**config.mk**
```make
export PLATFORM = sky130hd
export DESIGN_NAME = int_serial_adder
export DESIGN_NICKNAME = d
export VERILOG_FILES = /design/src/rtl/int_alu_pkg.sv /design/src/rtl/int_chunk_adder.sv /design/src/rtl/int_serial_adder.sv
export SDC_FILE = /design/constraint.sdc
export NUM_CORES = 1
export LEC_CHECK = 0
export BUFFER_PORTS_ARGS = -buffer_cell sky130_fd_sc_hd__buf_2
export CAP_MARGIN = 20
export CORE_UTILIZATION = 54
export CTS_CLUSTER_DIAMETER = 50
export DETAILED_ROUTE_END_ITERATION = 8
export GPL_TIMING_DRIVEN = 0
export PLACE_DENSITY = 0.76
export SETUP_SLACK_MARGIN = 0.2
export SLEW_MARGIN = 10
export SYNTH_ARGS = -nofsm -noshare
export SYNTH_HDL_FRONTEND = slang
export SYNTH_SLANG_ARGS = --single-unit
```
**constraint.sdc**
```tcl
create_clock -name clk -period 5.3 [get_ports clk]
set_clock_uncertainty 0.15 [all_clocks]
set_input_delay 1.06 -clock clk [delete_from_list [all_inputs] [get_ports clk]]
set_output_delay 1.06 -clock clk [all_outputs]
set_load 0.005 [all_outputs]
```
**src/rtl/int_alu_pkg.sv**
```systemverilog
// Shared types and helpers for the integer ALU blocks: FSM states, operand
// mode encodings and counter sizing.
package int_alu_pkg;

   typedef enum logic [1:0] {
      IDLE = 2'd0,
      BUSY = 2'd1,
      DONE = 2'd2
   } state_t;

   localparam logic MODE_INC = 1'b0;
   localparam logic MODE_ADD = 1'b1;

   // A single-chunk datapath still needs a one-bit counter to keep widths legal.
   function automatic int cnt_width(input int num_chunks);
      return (num_chunks <= 1) ? 1 : $clog2(num_chunks);
   endfunction

endpackage

```
**src/rtl/int_chunk_adder.sv**
```systemverilog
// Combinational ripple-carry adder for one chunk of the serial adder.
module int_chunk_adder #(
   parameter int CHUNK_WIDTH = 8
) (
   input  logic [CHUNK_WIDTH-1:0] a,
   input  logic [CHUNK_WIDTH-1:0] b,
   input  logic                   carry_in,
   output logic [CHUNK_WIDTH-1:0] sum,
   output logic                   carry_out
);

   logic [CHUNK_WIDTH:0] carry;

   assign carry[0] = carry_in;

   for (genvar i = 0; i < CHUNK_WIDTH; i++) begin : g_bit
      assign sum[i]       = a[i] ^ b[i] ^ carry[i];
      assign carry[i + 1] = (a[i] & b[i]) | (carry[i] & (a[i] ^ b[i]));
   end

   assign carry_out = carry[CHUNK_WIDTH];

endmodule

```
**src/rtl/int_serial_adder.sv**
```systemverilog
// Multi-cycle adder processing CHUNK_WIDTH bits per cycle through one shared
// chunk adder. Optional overflow port enabled by INT_SERIAL_ADDER_OVF_EN.
module int_serial_adder
   import int_alu_pkg::*;
#(
   parameter int DATA_WIDTH  = 32,
   parameter int CHUNK_WIDTH = 8
) (
   input  logic                  clk,
   input  logic                  rst_n,
   input  logic                  in_valid,
   output logic                  in_ready,
   input  logic                  mode,
   input  logic [DATA_WIDTH-1:0] data_a,
   input  logic [DATA_WIDTH-1:0] data_b,
   input  logic                  carry_in,
   output logic                  out_valid,
   input  logic                  out_ready,
   output logic [DATA_WIDTH-1:0] sum,
   output logic                  carry_out
`ifdef INT_SERIAL_ADDER_OVF_EN
   ,
   output logic                  overflow
`endif
);

   localparam int NUM_CHUNKS = DATA_WIDTH / CHUNK_WIDTH;
   localparam int CNT_W      = cnt_width(NUM_CHUNKS);
   localparam logic [CNT_W-1:0] LAST_CNT = CNT_W'(NUM_CHUNKS - 1);

   // Handshake: a transfer happens on a rising edge where valid and ready are
   // both high. in_ready is high only in IDLE; out_valid only in DONE, and the
   // result stays put until out_ready is seen.

   state_t                  state_q, state_d;
   logic [DATA_WIDTH-1:0]   a_q, b_q, sum_q;
   logic                    carry_q, carry_out_q;
   logic [CNT_W-1:0]        cnt_q;
   logic [CHUNK_WIDTH-1:0]  a_chunk, b_chunk, chunk_sum;
   logic                    chunk_cout;
   logic                    last_chunk;

   assign last_chunk = (cnt_q == LAST_CNT);

   // Constant-slice mux keeps the chunk selection free of variable part-selects.
   always_comb begin
      a_chunk = '0;
      b_chunk = '0;
      for (int g = 0; g < NUM_CHUNKS; g++) begin
         if (cnt_q == CNT_W'(g)) begin
            a_chunk = a_q[g*CHUNK_WIDTH +: CHUNK_WIDTH];
            b_chunk = b_q[g*CHUNK_WIDTH +: CHUNK_WIDTH];
         end
      end
   end

   int_chunk_adder #(
      .CHUNK_WIDTH (CHUNK_WIDTH)
   ) u_chunk_adder (
      .a         (a_chunk),
      .b         (b_chunk),
      .carry_in  (carry_q),
      .sum       (chunk_sum),
      .carry_out (chunk_cout)
   );

   always_comb begin
      state_d = state_q;
      unique case (state_q)
         IDLE:    if (in_valid)   state_d = BUSY;
         BUSY:    if (last_chunk) state_d = DONE;
         DONE:    if (out_ready)  state_d = IDLE;
         default:                 state_d = IDLE;
      endcase
   end

   always_ff @(posedge clk or negedge rst_n) begin
      if (!rst_n) begin
         state_q     <= IDLE;
         a_q         <= '0;
         b_q         <= '0;
         carry_q     <= 1'b0;
         cnt_q       <= '0;
         sum_q       <= '0;
         carry_out_q <= 1'b0;
      end else begin
         state_q <= state_d;
         unique case (state_q)
            IDLE: begin
               if (in_valid) begin
                  a_q         <= data_a;
                  b_q         <= (mode == MODE_ADD) ? data_b : '0;
                  carry_q     <= carry_in;
                  cnt_q       <= '0;
                  sum_q       <= '0;
                  carry_out_q <= 1'b0;
               end
            end
            BUSY: begin
               for (int g = 0; g < NUM_CHUNKS; g++) begin
                  if (cnt_q == CNT_W'(g)) begin
                     sum_q[g*CHUNK_WIDTH +: CHUNK_WIDTH] <= chunk_sum;
                  end
               end
               carry_q <= chunk_cout;
               if (last_chunk) begin
                  cnt_q       <= '0;
                  carry_out_q <= chunk_cout;
               end else begin
                  cnt_q <= cnt_q + CNT_W'(1);
               end
            end
            default: ;
         endcase
      end
   end

   assign in_ready  = (state_q == IDLE);
   assign out_valid = (state_q == DONE);
   assign sum       = sum_q;
   assign carry_out = carry_out_q;

`ifdef INT_SERIAL_ADDER_OVF_EN
   logic overflow_q;

   // Carry into the MSB is recovered from the MSB sum bit: a ^ b ^ sum.
   always_ff @(posedge clk or negedge rst_n) begin
      if (!rst_n) begin
         overflow_q <= 1'b0;
      end else if (state_q == IDLE && in_valid) begin
         overflow_q <= 1'b0;
      end else if (state_q == BUSY && last_chunk) begin
         overflow_q <= chunk_cout ^ (a_chunk[CHUNK_WIDTH-1] ^ b_chunk[CHUNK_WIDTH-1]
                                     ^ chunk_sum[CHUNK_WIDTH-1]);
      end
   end

   assign overflow = overflow_q;
`endif

endmodule

```
=== Word-level counts from Yosys, hierarchy flattened ===
Index checks and enable logic that the tools add are counted.
W data, S select, Z words.

* Bits in registers: 102

* Add/sub/neg operators: 1
* Eq/ne operators: 11
* Muxes and demuxes: 27
* Bitwise logic cells: 40
* Reduce and logical (&&, ||, !) cells: 10

{| class="wikitable"
|+ Operators with widths
! kind !! number
|-
| $mux W8 || 12
|-
| $mux W32 || 2
|-
| $pmux W32 S2 || 1
|-
| $and A1 B1 Y1 || 16
|-
| $xor A1 B1 Y1 || 16
|-
| $reduce_and A3 Y1 || 5
|-
| $mux W2 || 5
|-
| $ne A2 B2 Y1 const B || 5
|-
| $or A1 B1 Y1 || 8
|-
| $eq A2 B2 Y1 const B || 3
|-
| $pmux W2 S3 || 1
|-
| $eq A2 B1 Y1 const B || 2
|-
| $logic_not A2 Y1 || 2
|-
| $pmux W1 S2 || 2
|-
| $pmux W2 S2 || 1
|-
| $reduce_and A2 Y1 || 2
|-
| $mux W1 || 3
|-
| $add A2 B1 Y2 const B || 1
|-
| $ne A2 B1 Y1 const B || 1
|-
| $reduce_bool A2 Y1 || 1
|}

=== Logic depth before layout (Yosys ltp) ===
Gate-level depths: netlist of run 1.

* Depth after elaboration: 24
* Mapped depth: 20
* Depth with buffers taken out: 18

=== Cells and area by module ===
Synthesis of run 1 repeated with hierarchy kept, for this count alone.

* Cells, all modules: 491
* Area, all modules: 4,712.0 um^2

{| class="wikitable"
|+ By module, submodules not included
! module !! instances !! cells each !! area each (um^2) !! seq. area each (um^2)
|-
| int_serial_adder || 1 || 473 || 4,514.3 || 2,552.4
|-
| int_chunk_adder || 1 || 18 || 197.7 || 0.0
|}

=== Worst setup path before layout of run 1 ===
No wires, ideal clock.

* Path kind: reg-to-reg
* Start point: register cnt_q[0]
* End point: register sum_q[31] (netlist: sum[31])
* Data arrival time: 4,516 ps
* Data required time: 5,029 ps
* Setup slack: 513 ps
* Stages on the path, launching flop included: 20
* Cell sequence: dfrtp_1 > inv_1 > ha_1 > clkbuf_1 > clkbuf_1 > a21oi_1 > a22o_1 > fa_1 > fa_1 > fa_1 > fa_1 > fa_1 > inv_1 > fa_1 > fa_1 > inv_1 > fa_1 > nand3b_1 > o21ai_0 > a22o_1

* Cells in the longest elaborated chain, start to end: 23
* Elaborated cells between the ends (all ways): 46
* Those cells by class: 4 x eq/ne; 10 x mux; 30 x bitwise; 2 x reduce/logical

{| class="wikitable"
|+ RTL lines
! what !! RTL line !! RTL
|-
| from (decl) || int_serial_adder.sv:38 || <nowiki>logic [CNT_W-1:0] cnt_q;</nowiki>
|-
| from (signal assigned) || int_serial_adder.sv:110 || <nowiki>cnt_q <= cnt_q + CNT_W'(1);</nowiki>
|-
| $logic_not A2 Y1 || int_serial_adder.sv:50 || <nowiki>if (cnt_q == CNT_W'(g)) begin</nowiki>
|-
| $mux W8 (4 in a row) || int_serial_adder.sv:50 ||
|-
| $xor A1 B1 Y1 || int_chunk_adder.sv:18 || <nowiki>assign carry[i + 1] = (a[i] & b[i]) | (carry[i] & (a[i] ^ b[i]));</nowiki>
|-
| $and A1 B1 Y1 || int_chunk_adder.sv:18 ||
|-
| $or A1 B1 Y1 || int_chunk_adder.sv:18 ||
|-
| $and A1 B1 Y1 || int_chunk_adder.sv:18 ||
|-
| $or A1 B1 Y1 || int_chunk_adder.sv:18 ||
|-
| $and A1 B1 Y1 || int_chunk_adder.sv:18 ||
|-
| [4 not listed] || -- ||
|-
| $or A1 B1 Y1 || int_chunk_adder.sv:18 ||
|-
| $and A1 B1 Y1 || int_chunk_adder.sv:18 ||
|-
| $or A1 B1 Y1 || int_chunk_adder.sv:18 ||
|-
| $and A1 B1 Y1 || int_chunk_adder.sv:18 ||
|-
| $or A1 B1 Y1 || int_chunk_adder.sv:18 ||
|-
| $xor A1 B1 Y1 || int_chunk_adder.sv:17 || <nowiki>assign sum[i] = a[i] ^ b[i] ^ carry[i];</nowiki>
|-
| $mux W8 || int_serial_adder.sv:101 || <nowiki>if (cnt_q == CNT_W'(g)) begin</nowiki>
|-
| $pmux W32 S2 || int_serial_adder.sv:88 || <nowiki>unique case (state_q)</nowiki>
|-
| to (signal, indexed assignment) || int_serial_adder.sv:102 || <nowiki>sum_q[g*CHUNK_WIDTH +: CHUNK_WIDTH] <= chunk_sum;</nowiki>
|-
| to (decl) || int_serial_adder.sv:36 || <nowiki>logic [DATA_WIDTH-1:0] a_q, b_q, sum_q;</nowiki>
|}

Several ways; a longest one is shown, not always the timed one. The select of a mux whose other input is x is not followed.
A chain may end at the register's enable or synchronous reset.

=== Worst setup path in the final report of run 1 ===
* Start point: register cnt_q[1]
* End point: register sum_q[7] (netlist: sum[7])

* Cells in the longest elaborated chain, start to end: 23
* Elaborated cells between the ends (all ways): 46
* Those cells by class: 4 x eq/ne; 10 x mux; 30 x bitwise; 2 x reduce/logical

{| class="wikitable"
|+ RTL lines
! what !! RTL line
|-
| $logic_not A2 Y1 || int_serial_adder.sv:50, int_serial_adder.sv:101
|-
| $mux W8 (4 in a row) || int_serial_adder.sv:50
|-
| $xor A1 B1 Y1 || int_chunk_adder.sv:18
|-
| $and A1 B1 Y1 || int_chunk_adder.sv:18
|-
| $or A1 B1 Y1 || int_chunk_adder.sv:18
|-
| $and A1 B1 Y1 || int_chunk_adder.sv:18
|-
| $or A1 B1 Y1 || int_chunk_adder.sv:18
|-
| $and A1 B1 Y1 || int_chunk_adder.sv:18
|-
| [4 not listed] || --
|-
| $or A1 B1 Y1 || int_chunk_adder.sv:18
|-
| $and A1 B1 Y1 || int_chunk_adder.sv:18
|-
| $or A1 B1 Y1 || int_chunk_adder.sv:18
|-
| $and A1 B1 Y1 || int_chunk_adder.sv:18
|-
| $or A1 B1 Y1 || int_chunk_adder.sv:18
|-
| $xor A1 B1 Y1 || int_chunk_adder.sv:17
|-
| $mux W8 || int_serial_adder.sv:101
|-
| $pmux W32 S2 || int_serial_adder.sv:88
|}

Several ways; a longest one is shown, not always the timed one. The select of a mux whose other input is x is not followed.

==> results.md, run 1 <==
* Placed inst area at 5503 um^2
* Status: completed
* Levels on crit path at 18
* Post-synth EDFFs at 0
* Final net count at 711
* Critical path's top delay family: adder cells
* MaxCap Viol Count at 0
* Placed instance count at 723
* Setup TNS at 0 ps
* Worst reg-to-reg path cell count at 18
* DRT Wirelength at 12,100 um
* Antenna-violating nets left at 0
* Worst r2r dst: sum[7]$_DFFE_PN0P_
* Initial DRC count at 310
* Drt pass-1 iters at 5
* Reg-to-reg critical path startpoint: cnt_q[1]$_DFFE_PN0P_
* Avg Vias per Cell at 5.544
* Register-to-Register Setup Slack at 380 ps
* Mean Syn Cell Area at 9.445 um^2
* Port Buf Inserts at 104
* Commonest cells after routing, fill and taps aside: nand2_1, buf_2, dfrtp_1, a22o_1, nand3_1
* Pin count of the biggest net entering global routing at 65
* Tcrit/Tclk final at 92.77%
* Syn nets at 592
* Global placement routability congestion at 0.8518
* Ports at 105
* Row count at 34
* Critical path cell sequence: inv_1 -> ha_1 -> buf_2 -> a21oi_1 -> o21ai_0 -> a22o_1 -> fa_2 -> fa_1 -> fa_2 -> fa_2 -> fa_1 -> inv_1 -> fa_1 -> fa_1 -> inv_1 -> fa_2 -> buf_4 -> a22o_1
* DP HPWL at 8866 um
* FF+latch count, synth at 102
* Sequential area share after synthesis at 52.99%
* DRC Markers at 0
* Final Util at 66.42%
* Chip width at 96.45 um
* Netlist Area Pre-Place at 4817 um^2
* CP Class: flop to flop
* CTS tree: yes
* Via count at 4,114
* Setup Viol. Count Final at 0
* VDD IR max at 0.2833 mV
* Area grow syn2layout at 19.66%
* Worst setup EP type: flop
* Critical Path Sink: sum[7]$_DFFE_PN0P_
* CP Data Required Time at 5420 ps
* Synth area leader: dfrtp_1
* CORE AREA at 8678 um^2
* Buffer and inverter count on the worst path at 5
* CTS Hold Bufs at 0
* GRT overflow at 0
* First-pass GRT wire length at 19,270 um
* Tmin final at 4917 ps
* Clk_lat worst skew at 380 ps
* Yosys top cell area share at 52.99%
* Total Die Area at 9303 um^2
* H-tree Lvls at 3
* Commonest non-fill, non-tap cell in the layout: nand2_1
* Slew HR at 59.40%
* CP startpoint: cnt_q[1]$_DFFE_PN0P_
* Diode count at 0
* F_max at 203.4 MHz
* Ratio of cells with drive above 1 in the final layout at 25.24%
* Unrepaired setup endpoints after global routing: no
* All-Layer GR Usage at 27.95%
* Gate power share at 53.0%
* Root buffer selected by CTS: clkbuf_8
* Total Power at 0.003824 W
* # clock sinks at 102
* WP data arrival at 5040 ps
* Clock power share at 13.4%
* Cts bufs inserted at 9
* Initial Utilization at 55.51%
* Main synth FF type: dfrtp_1
* Seq pwr share at 33.6%
* Die Y at 96.45 um
* WL per Instance at 16.31 um
* Clk slew on worst S/H paths at 110 ps
* Sw frac at 43.38%
* Synth Instances at 510
* Power per cell area at 663.5 nW/um^2
* P_leak at 3.012 nW
* Critical-path top delay cell: fa_2
* Async SR Flop Fraction at 100.0%
* Final non-filler cell total at 742
* P_int at 0.002165 W
* Delay of the slowest critical-path stage at 500 ps
* Initial antenna violation count at 0
* Cell area after layout at 5764 um^2
* Switch Pwr at 0.001659 W
* Syn. warnings at 0
* Synth cell types at 32
* Worst min-delay path category: flop to flop
* Startpoint type of the worst setup path: flop
* Largest cells by area after synthesis: dfrtp_1, nand2_1, a22o_1, fa_1, nand3_1
* Crit-path max FO at 10
* Number of global-route vias before repair at 3,834
* Actual slew at the worst max-slew pin at 608.4 ps
* Clock Tree Buf Depth at 2
* Max-slew violations at 0
* Final Hold Fails at 0
[cells by family after synthesis]
family | Yosys count | synth area share [%]
buffers and inverters | 65 | 6.597
flip-flops | 102 | 52.99
AND/OR/NAND/NOR | 209 | 18.62
multiplexers | 2 | 0.4675
adder cells (fa/ha/maj) | 12 | 4.364
AO/OA/AOI/OAI | 120 | 16.96
[repair_timing]
item | 4_1_cts | 5_1_grt
pin swaps | 0 | 2
buffers inserted | 1 | 2
hold endpoints to repair | 0 | 0
gates resized for setup | 8 | 21
setup endpoints to repair | 6 | 7
[stage by stage]
| stage | hold WS (ps) | setup slack, ps |
|---|---|---|
| after floorplan | 287.4 | 512.9 |
| after global placement | 304.4 | 65.90 |
| final | 330.5 | 383.2 |
| after detailed placement | 312.1 | -47.76 |
| after CTS | 329.0 | 213.1 |
| after global routing | 354.4 | 222.8 |
[power by group through the flow]
stage	Clock, W	Combinational (W)	Sequential, W
after global placement	0	0.00187	0.00129
after CTS	0.000512	0.00195	0.00128
after floorplan	0	0.00129	0.00126
final	0.000512	0.00203	0.00129
after detailed placement	0	0.00192	0.00130
after global routing	0.000545	0.00224	0.00132
[how the worst min path moves through the flow]
stage / start / endpoint / slack (ps) / cells past startpoint
after floorplan: b_q[0]$_DFFE_PN0P_ / b_q[0]$_DFFE_PN0P_ / 290 / 2
after global placement: b_q[26]$_DFFE_PN0P_ / b_q[26]$_DFFE_PN0P_ / 300 / 2
after detailed placement: b_q[25]$_DFFE_PN0P_ / b_q[25]$_DFFE_PN0P_ / 310 / 2
after CTS: b_q[6]$_DFFE_PN0P_ / b_q[6]$_DFFE_PN0P_ / 330 / 2
after global routing: a_q[10]$_DFFE_PN0P_ / a_q[10]$_DFFE_PN0P_ / 350 / 2
final: b_q[12]$_DFFE_PN0P_ / b_q[12]$_DFFE_PN0P_ / 330 / 2
[cell type report]
class	instances	area, um^2
plain buffers	39	245.2
repair buffers	108	573.1
clock inverters	7	77.57
multi-input cells	343	1959
flip-flops and latches	102	2552
inverters	26	97.59
clock buffers	9	123.9
well taps	108	135.1
fillers	737	2914
[metal layers]
metal / part of all wire, % / up-vias / track usage (%)
li1: - / 1948 / -
met4: 2.0 / 0 / 8.946
met5: 0 / - / 0
met2: 48 / 153 / 44.07
met1: 44 / 1987 / 39.35
met3: 6.1 / 26 / 5.086
[cells in the mapped netlist, types with 2 or more instances]
master and number:
nand3_1 32, nor2b_1 7, buf_6 4, o21ai_0 30
nor2_1 4, nand3b_1 2, buf_4 2, and3b_1 3
clkbuf_1 23, o2bb2ai_1 6, nand2_1 156, fa_1 8
a221oi_1 2, o31ai_1 2, mux2_2 2, nor2_2 2
a22o_1 40, a21oi_1 27, a22oi_1 5, clkbuf_8 3
dfrtp_1 102, o22ai_1 5, inv_1 26, buf_1 2
ha_1 4, buf_2 5
[tightest hold or removal path, stage by stage (launching register included)]
cell and delay (ps):
dfrtp_1 360, nand2_1 50, nand2_1 50
[state kept, by name (all words and copies together) (netlist names)]
signal,cells
state_q,2
sum,32
carry_out,1
b_q,32
cnt_q,2
a_q,32
carry_q,1
No activity file was read; power rests on OpenSTA's default activity.
==> run 2: changes to the inputs <==
Settings changed: ABC_AREA from default to 1, CORE_UTILIZATION 54 to 55, PLACE_DENSITY 0.76 to 0.77.
==> results.md, run 2 <==
* Actual slew at the worst max-slew pin at 484.8 ps
* Initial DRC count at 200
* Tcrit/Tclk final at 91.40%
* Delay of the slowest critical-path stage at 480 ps
* F_max at 206.4 MHz
* Number of global-route vias before repair at 3,984
* # clock sinks at 102
* All-Layer GR Usage at 27.21%
* Hold depth at 2
* Synth Instances at 620
* Critical Path Sink: sum[23]$_DFFE_PN0P_
* Grt met3 use at 4.225%
* Mean Syn Cell Area at 7.907 um^2
* Register-to-Register Setup Slack at 460 ps
* Top post-synthesis cells by count: nand2_1, dfrtp_1, nor2_1, o21ai_0, a21oi_1
* Ports at 105
* Critical path's top delay family: adder cells
* FF+latch count, synth at 102
* Pin count of the biggest net entering global routing at 67
* Levels on crit path at 20
* Main synth FF type: dfrtp_1
* DP HPWL at 8652 um
* Critical path cell sequence: buf_4 -> ha_1 -> buf_2 -> clkbuf_2 -> a21oi_1 -> a21oi_1 -> fa_1 -> fa_1 -> fa_1 -> fa_1 -> fa_1 -> inv_1 -> fa_1 -> fa_1 -> inv_1 -> fa_1 -> inv_1 -> nor2_4 -> nand2_1 -> nand2_1
* Area grow syn2layout at 18.78%
* Cts bufs inserted at 9
* CP startpoint: cnt_q[1]$_DFFE_PN0P_
* Critical-path top delay cell: fa_1
* Commonest non-fill, non-tap cell in the layout: nand2_1
* Async SR Flop Fraction at 100.0%
* Unrepaired setup endpoints after global routing: no
* Worst reg-to-reg path cell count at 20
* Startpoint type of the worst setup path: flop
* Setup TNS at 0 ps
* Total Power at 0.003862 W
* Synth cell types at 23
* CTS tree: yes
* CORE AREA at 8678 um^2
* Global placement routability congestion at 0.9522
* Final Hold Fails at 0
* Most frequent CP cell: fa_1
* Port Buf Inserts at 104
* Synth area leader: dfrtp_1
* Drt pass-1 iters at 5
* Switch Pwr at 0.001787 W
* VDD IR max at 0.2678 mV
* Syn nets at 702
* Met1 Use GR at 38.42%
* Final net count at 819
* Slew HR at 67.68%
* Reg-to-reg critical path startpoint: cnt_q[1]$_DFFE_PN0P_
* Yosys top cell area share at 52.07%
* Avg Vias per Cell at 5.073
* Fillers at 794
* Largest cells by area after synthesis: dfrtp_1, nand2_1, fa_1, o21ai_0, buf_6
* Worst r2r dst: sum[23]$_DFFE_PN0P_
* Sw frac at 46.26%
* CP Class: flop to flop
* Via count at 4,312
* DRC Markers at 0
* Clk_lat worst skew at 380 ps
* Die Y at 96.41 um
* Worst setup EP type: flop
* Grt met2 use at 43.56%
* WP data arrival at 5010 ps
* Clock Tree Buf Depth at 2
* Buffer and inverter count on the worst path at 6
* Cell area after layout at 5823 um^2
* Ratio of cells with drive above 1 in the final layout at 20.89%
* MaxCap Viol Count at 0
* Initial Utilization at 56.49%
* Tmin final at 4844 ps
* Gate power share at 51.9%
* Post-synth EDFFs at 0
* Sequential area share after synthesis at 52.07%
* Max-slew violations at 0
* GRT Max-Usage Layer: met2
* Root buffer selected by CTS: clkbuf_8
* Clock power share at 13.1%
* Chip width at 96.41 um
* P_leak at 3.287 nW
* Power per cell area at 663.2 nW/um^2
* GRT overflow at 0
* Row count at 34
* H-tree Lvls at 3
* Total Die Area at 9295 um^2
* DRT Wirelength at 11,850 um
* Placed inst area at 5588 um^2
* Netlist Area Pre-Place at 4902 um^2
* P_int at 0.002076 W
* Initial antenna violation count at 0
* Status: completed
* Final Util at 67.10%
* CP Data Required Time at 5460 ps
* Antenna-violating nets left at 0
* Diode count at 0
* Worst min-delay path category: flop to flop
* WL per Instance at 13.94 um
* Syn. warnings at 0
* Crit-path max FO at 10
* Seq pwr share at 34.9%
* Clk slew on worst S/H paths at 90 ps
* Count leader, synth: nand2_1
* Commonest cells after routing, fill and taps aside: nand2_1, buf_2, dfrtp_1, nor2_1, o21ai_0
* Setup Viol. Count Final at 0
* First-pass GRT wire length at 18,890 um
[run 2: worst min path at each step]
| stage | from | endpoint | slack, ps |
|---|---|---|---|
| floorplan | b_q[29]$_DFFE_PN0P_ | b_q[29]$_DFFE_PN0P_ | 300 |
| global placement | sum[5]$_DFFE_PN0P_ | sum[5]$_DFFE_PN0P_ | 300 |
| detailed placement | sum[21]$_DFFE_PN0P_ | sum[21]$_DFFE_PN0P_ | 300 |
| CTS | sum[21]$_DFFE_PN0P_ | sum[21]$_DFFE_PN0P_ | 330 |
| global route | sum[21]$_DFFE_PN0P_ | sum[21]$_DFFE_PN0P_ | 350 |
| finish | sum[21]$_DFFE_PN0P_ | sum[21]$_DFFE_PN0P_ | 320 |
[run 2: area by class of cell]
type | instances | area, um^2 | share of cell area (%)
clock buffer | 10 | 127.6 | 2.192
clock inverter | 6 | 72.57 | 1.246
buffer | 30 | 230.2 | 3.954
timing repair buffer | 106 | 558.0 | 9.583
tap | 108 | 135.1 | 2.321
multi-input combinational | 461 | 2039 | 35.02
inverter | 27 | 106.4 | 1.826
sequential | 102 | 2554 | 43.85
[run 2: logic make-up (layout without fill, tap and decap cells)]
family                     count (synthesis)  in the layout  share of synthesized area [%]
adders and majority gates                 12             12                          4.288
DFF                                      102            102                          52.07
AOI/OAI and AO/OA                         64             64                          6.687
buffers and inverters                     57            179                          6.534
and+or+nand+nor                          385            385                          30.42
[run 2: repair_timing]
item                                    CTS  global route
gates resized for setup                   1            15
hold buffers                              0             0
cloned                                    0             0
buffers inserted                          0             1
endpoints found under the setup margin    1             9
[run 2: worst register-to-register path, cell delays in order, from the launching register on]
cell	delay [ps]
dfrtp_1	420
buf_4	150
ha_1	160
buf_2	160
clkbuf_2	210
a21oi_1	160
a21oi_1	120
fa_1	400
fa_1	390
fa_1	390
fa_1	390
fa_1	370
inv_1	90
fa_1	180
fa_1	170
inv_1	50
fa_1	480
inv_1	70
nor2_4	140
nand2_1	70
nand2_1	70
[run 2: per-layer routing]
layer	wire, um	part of all wire [%]
met5	0	0
met4	138	1.2
met3	640	5.4
met2	5594	47
met1	5472	46
[run 2: power groups by stage]
stage | logic, W | registers [W] | clock network, W
final | 0.00201 | 0.00135 | 0.000507
after detailed placement | 0.00195 | 0.00135 | 0
after CTS | 0.00196 | 0.00134 | 0.000506
after global routing | 0.00230 | 0.00138 | 0.000537
after global placement | 0.00188 | 0.00134 | 0
after floorplan | 0.00136 | 0.00131 | 0
[run 2: through the flow]
step	worst slack, ps	hold slack [ps]	cells
floorplan	757.7	295.7	620
global placement	301.8	297.8	832
detailed placement	206.5	304.0	833
CTS	206.7	326.1	849
global route	203.5	347.9	850
finish	455.8	322.4	850
